[src/rtl/mfp_multi_input_debouncer.sv]
// mfp_multi_input_debouncer
//   Multi-channel switch/button debouncer. Each channel has its own
//   inversion, synchroniser chain and stable-cycle counter. A level change
//   is accepted only after the synchronised input has disagreed with the
//   debounced level for DEBOUNCE consecutive edges.
//
// Ports
//   clk        : system clock, all state on rising edge
//   resetn     : synchronous active-low reset
//   sw_in      : raw switch levels (asynchronous to clk)
//   sw_out     : debounced, inversion-corrected level (registered)
//   sw_rise    : one-cycle pulse per channel on accepted 0->1
//   sw_fall    : one-cycle pulse per channel on accepted 1->0
//   sw_changed : one-cycle pulse when any channel accepted a change
//   sw_busy    : per-channel, high while that channel's counter is non-zero

module mfp_debounce_lane #(
    parameter int   SYNC_STAGES = 2,
    parameter int   DEBOUNCE    = 500000,
    parameter logic INVERT      = 1'b0,
    parameter logic RESET_VALUE = 1'b0
) (
    input  logic clk,
    input  logic resetn,
    input  logic i_raw,
    output logic o_level,
    output logic o_rise,
    output logic o_fall,
    output logic o_busy,
    output logic o_accept
);
    localparam int             CW   = $clog2(DEBOUNCE) + 1;
    localparam logic [CW-1:0]  LAST = CW'(DEBOUNCE - 1);

    logic [SYNC_STAGES-1:0] r_sync;
    logic [CW-1:0]          r_cnt;
    logic                   r_level;
    logic                   r_rise;
    logic                   r_fall;
    logic                   r_busy;
    logic                   w_synced;
    logic                   w_differ;
    logic                   w_accept;

    assign w_synced = r_sync[SYNC_STAGES-1];
    assign w_differ = (w_synced != r_level);
    // Final stable cycle: the change is taken on this same edge.
    assign w_accept = w_differ && (r_cnt == LAST);

    always_ff @(posedge clk) begin
        if (!resetn) begin
            // Synchroniser is preloaded so the first cycles after release
            // see the reset level and cannot fake a transition.
            r_sync  <= {SYNC_STAGES{RESET_VALUE}};
            r_level <= RESET_VALUE;
            r_cnt   <= '0;
            r_rise  <= 1'b0;
            r_fall  <= 1'b0;
            r_busy  <= 1'b0;
        end else begin
            r_sync <= {r_sync[SYNC_STAGES-2:0], i_raw ^ INVERT};
            r_rise <= w_accept & w_synced;
            r_fall <= w_accept & ~w_synced;
            if (!w_differ) begin
                // Glitch abort: input returned to current level.
                r_cnt  <= '0;
                r_busy <= 1'b0;
            end else if (w_accept) begin
                r_level <= w_synced;
                r_cnt   <= '0;
                r_busy  <= 1'b0;
            end else begin
                r_cnt  <= r_cnt + CW'(1);
                r_busy <= 1'b1;
            end
        end
    end

    assign o_level  = r_level;
    assign o_rise   = r_rise;
    assign o_fall   = r_fall;
    assign o_busy   = r_busy;
    assign o_accept = w_accept;
endmodule

module mfp_multi_input_debouncer #(
    parameter int               WIDTH       = 10,
    parameter int               SYNC_STAGES = 2,
    parameter int               DEBOUNCE    = 500000,
    parameter logic [WIDTH-1:0] INVERT      = '0,
    parameter logic [WIDTH-1:0] RESET_VALUE = '0
) (
    input  logic             clk,
    input  logic             resetn,
    input  logic [WIDTH-1:0] sw_in,
    output logic [WIDTH-1:0] sw_out,
    output logic [WIDTH-1:0] sw_rise,
    output logic [WIDTH-1:0] sw_fall,
    output logic             sw_changed,
    output logic [WIDTH-1:0] sw_busy
);
    logic [WIDTH-1:0] w_accept;
    logic             r_changed;

    for (genvar g = 0; g < WIDTH; g++) begin : g_lane
        mfp_debounce_lane #(
            .SYNC_STAGES (SYNC_STAGES),
            .DEBOUNCE    (DEBOUNCE),
            .INVERT      (INVERT[g]),
            .RESET_VALUE (RESET_VALUE[g])
        ) u_lane (
            .clk      (clk),
            .resetn   (resetn),
            .i_raw    (sw_in[g]),
            .o_level  (sw_out[g]),
            .o_rise   (sw_rise[g]),
            .o_fall   (sw_fall[g]),
            .o_busy   (sw_busy[g]),
            .o_accept (w_accept[g])
        );
    end

    // Registered from the same accept terms as the per-lane pulses so it
    // lines up with sw_rise/sw_fall and stays a single cycle wide.
    always_ff @(posedge clk) begin
        if (!resetn) r_changed <= 1'b0;
        else         r_changed <= |w_accept;
    end

    assign sw_changed = r_changed;
endmodule

[config.mk]
export PLATFORM = sky130hd
export DESIGN_NAME = mfp_multi_input_debouncer
export DESIGN_NICKNAME = d
export VERILOG_FILES = /design/src/rtl/mfp_multi_input_debouncer.sv
export SDC_FILE = /design/constraint.sdc
export NUM_CORES = 1
export LEC_CHECK = 0
export BUFFER_PORTS_ARGS = -buffer_cell sky130_fd_sc_hd__buf_4
export CAP_MARGIN = 10
export CORE_MARGIN = 4
export CORE_UTILIZATION = 50
export CTS_BUF_LIST = sky130_fd_sc_hd__clkbuf_8
export DETAILED_ROUTE_END_ITERATION = 10
export PLACE_DENSITY = 0.74
export SYNTH_ARGS = -nofsm -noshare
export SYNTH_HDL_FRONTEND = slang
export SYNTH_SLANG_ARGS = --single-unit
[constraint.sdc]
create_clock -name clk -period 2.56 [get_ports clk]
set_input_delay 0.128 -clock clk [delete_from_list [all_inputs] [get_ports clk]]
set_output_delay 0.128 -clock clk [all_outputs]
set_load 0.03 [all_outputs]
==> impl_results.md <==
* Post-synth top area cell: dfxtp_1
* Initial DRC Count at 330
* Syn avg cell area at approximately 9.1 um^2
* LEAKAGE at 4.32 nW
* GPL Wtd Cong at 0.848
* Die X at about 150 um
* Vias/cell at 4.97
* Max-cap violations at 0
* Minimum clock period at 2.13 ns
* Die span in y at 155 um
* Commonest non-fill, non-tap cells in the layout: 261 x dfxtp_1, 254 x nor2_1, 99 x xor2_1, 89 x xnor2_1, 70 x buf_4
* Maximum vdd drop at 520 uV
* Clk Latency, worst-skew pair at approximately 0.54 ns
* Die footprint at roughly 24000 um^2
* Post-DR wirelength/cell at approximately 12 um
* P&R area growth vs syn at 12.6%
* Root Driver: clkbuf_8
* FF+latch area at 5230 um^2
* FF+latch count, synth at 261
* CTS tree: built
* Hpwl dp at around 13 mm
* Slew headroom at 59.0%
* Sequential area share after synthesis at around half
* Mapped Cells at about 1200
* Count of cell types in the netlist at 35
* Clock-pin slew on the worst setup and hold paths at about 0.06 ns
* Overflow after GRT at 0
* Final hold vios at 0
* Combinational fraction of design power at 1.5%
* Synth Cell Area at 10800 um^2
* Final clock skew at 0.0191 ns
* Multi-input logic area at 4980 um^2
* Routed vias at ~7700
* Vias in the first global route at around 7400
* Commonest non-fill, non-tap cell in the layout: dfxtp_1
* Slew Limit Fails at 0
* Crit start category: flop
* Setup TNS at 0 ns
* First-pass GRT wire length at between 30 and 40 mm
* DRC viols at 0
* EDFF count, synth at 0
* Area after DPL at between 10000 and 15000 um^2
* RSZ-0062 raised after global routing: no
* Power Internal at roughly 6 mW
* Row cnt at 53
* ANT cells at 0
* Critical path required time at around 3.0 ns
* Outcome: finished, final reports clean
* Pwr dens at between 600 and 700 nW/um^2
* Power consumption at 7.68 mW
* Layout cell share with drive strength beyond 1 at 11.0%
* Synth Warn # at 0
* Fmax at ~0.47 GHz
* Sw frac at a little over a fifth
* Initial Utilization at approximately 51%
* Worst Hold Class: input port to flop
* Largest net degree at the start of global routing at ~50
* Crit path max fanout at 12
* Slew @ Worst Pin at roughly 0.61 ns
* Clock buffer count from CTS at between 40 and 50
* Commonest register cell after synthesis: dfxtp_1
* Post_cts resized at 0
* Post-Syn Nets at ~1200
* DR pass1 iterations at 4
* Final wirelength at ~19 mm
* Antenna violations before repair at 0
* CTS Hold Bufs at 10
* CORE AREA at between 20000 and 25000 um^2
* Power share of the clock group at about 45%
* IO Port Bufs at between 50 and 60
* Sw Pwr at ~1.6 mW
* Final nets at 1270
* Worst setup EP type: flop
* I/O pin cnt at 53
* Clock buffer depth at 3
* Setup Buffers After CTS at 0
* Yosys top cell area share at between 40% and 50%
* Crit Path Class: flop to flop
* DRT antenna net count at 0
* Post-layout instance area at around 12000 um^2
* Ranking of synthesized cells by area: dfxtp_1 48%, nor2_1 8.8%, xor2_1 8.0%
* Clk sinks at about 260
* Total Routing Usage GR at 16.2%
* Final setup viols at 0
* Fin crit share at a little over four fifths
* Seq pwr share at around 53%
* Worst endpoint data arrival time at roughly 2.6 ns
* Fill cells at 1839
* H-tree depth at 2
* Fraction of registers with async set or reset after synthesis at 0%
cells by family after synthesis:
kind of cell | Yosys count | synth area share [%]
simple gates | 611 | 28.4
flops | 261 | 48.4
xor+xnor | 188 | 15.2
buf+inv | 106 | 5.56
mux | 10 | 0.927
fa+ha+maj | 10 | 1.16
compound gates | 6 | 0.313
registers in the layout (all words and copies together) (netlist names):
register,flops
g_lane.u_lane.o_fall,10
g_lane.u_lane.o_level,10
g_lane.u_lane.o_busy,10
g_lane.u_lane.r_sync,20
g_lane.u_lane.o_rise,10
g_lane.u_lane.r_cnt,200
sw_changed,1
critical path: stages, from the launching register on:
cell and delay [ns]:
dfxtp_1 0.39, ha_1 0.24, nor4b_1 0.25, nand3_1 0.16, nor4_4 0.30, nand3b_1 0.35, buf_4 0.26, nor2_1 0.07
worst paths after layout:
kind                                                  from                         end  slack [ns]  depth (start not counted)
worst max-delay path             g_lane[8].u_lane.r_cnt[0]  g_lane[8].u_lane.r_cnt[16]        0.43                          7
worst min-delay path                                resetn     g_lane[6].u_lane.o_fall        0.05                          3
worst max register to register   g_lane[8].u_lane.r_cnt[0]  g_lane[8].u_lane.r_cnt[16]        0.43                          7
worst min register to register  g_lane[1].u_lane.r_sync[0]  g_lane[1].u_lane.r_sync[1]        0.43                          1
per-stage QoR:
| stage | setup WS (ns) | util (%) | std cells | hold WS [ns] |
|---|---|---|---|---|
| 2_1_floorplan | 0.747 | - | 1192 | 0.255 |
| 6_report | 0.426 | 57.5 | 1551 | 0.0500 |
| 3_5_place_dp | 0.454 | 53.1 | 1468 | 0.339 |
| 4_1_cts | 0.441 | 57.5 | 1551 | 0.0297 |
| 5_1_grt | 0.191 | 57.5 | 1551 | 0.0663 |
| 3_3_place_gp | 0.505 | 53.1 | 1468 | 0.337 |
final cells by class:
class                      instances  share of cell area (%)
timing repair buffer              81                    5.31
clock inverter                    18                   0.648
clock buffer                      55                    6.22
inverter                          36                    1.11
multi-input combinational        825                    40.9
sequential                       261                    43.0
tap                              275                    2.83
synth_stat cells, types with 2 or more instances:
library cell / n
dfxtp_1: 261
nor2_1: 254
xor2_1: 99
xnor2_1: 89
nand2_1: 68
nand3_1: 68
nand4_1: 47
buf_4: 46
inv_1: 36
nor3_1: 35
and3_1: 32
and2_1: 27
nor4_1: 21
and4_1: 14
buf_2: 12
clkbuf_1: 10
ha_1: 10
mux2i_1: 10
nand3b_1: 10
nor4b_1: 10
or4b_1: 5
or3_1: 4
nor4_2: 3
nor4_4: 3
nor4bb_1: 3
a21oi_1: 2
buf_6: 2
nor2b_1: 2
o21ai_0: 2
or4_1: 2
power groups by stage:
stage | Clock [mW] | Sequential [mW] | Combinational [mW]
floorplan | 0 | 4.19 | 0.0740
finish | 3.46 | 4.10 | 0.116
global placement | 0 | 4.19 | 0.104
detailed placement | 0 | 4.19 | 0.105
global route | 3.80 | 4.10 | 0.129
CTS | 3.60 | 4.10 | 0.118
metal layers:
| layer | GRT usage, % | routed length (um) | vias up |
|---|---|---|---|
| li1 | - | - | 4038 |
| met5 | 0 | 0 | - |
| met3 | 4.28 | 899 | 47 |
| met4 | 6.39 | 616 | 0 |
| met1 | 21.3 | 9110 | 3493 |
| met2 | 25.5 | 8510 | 125 |
Note: power is estimated with default switching activity, not from simulation.
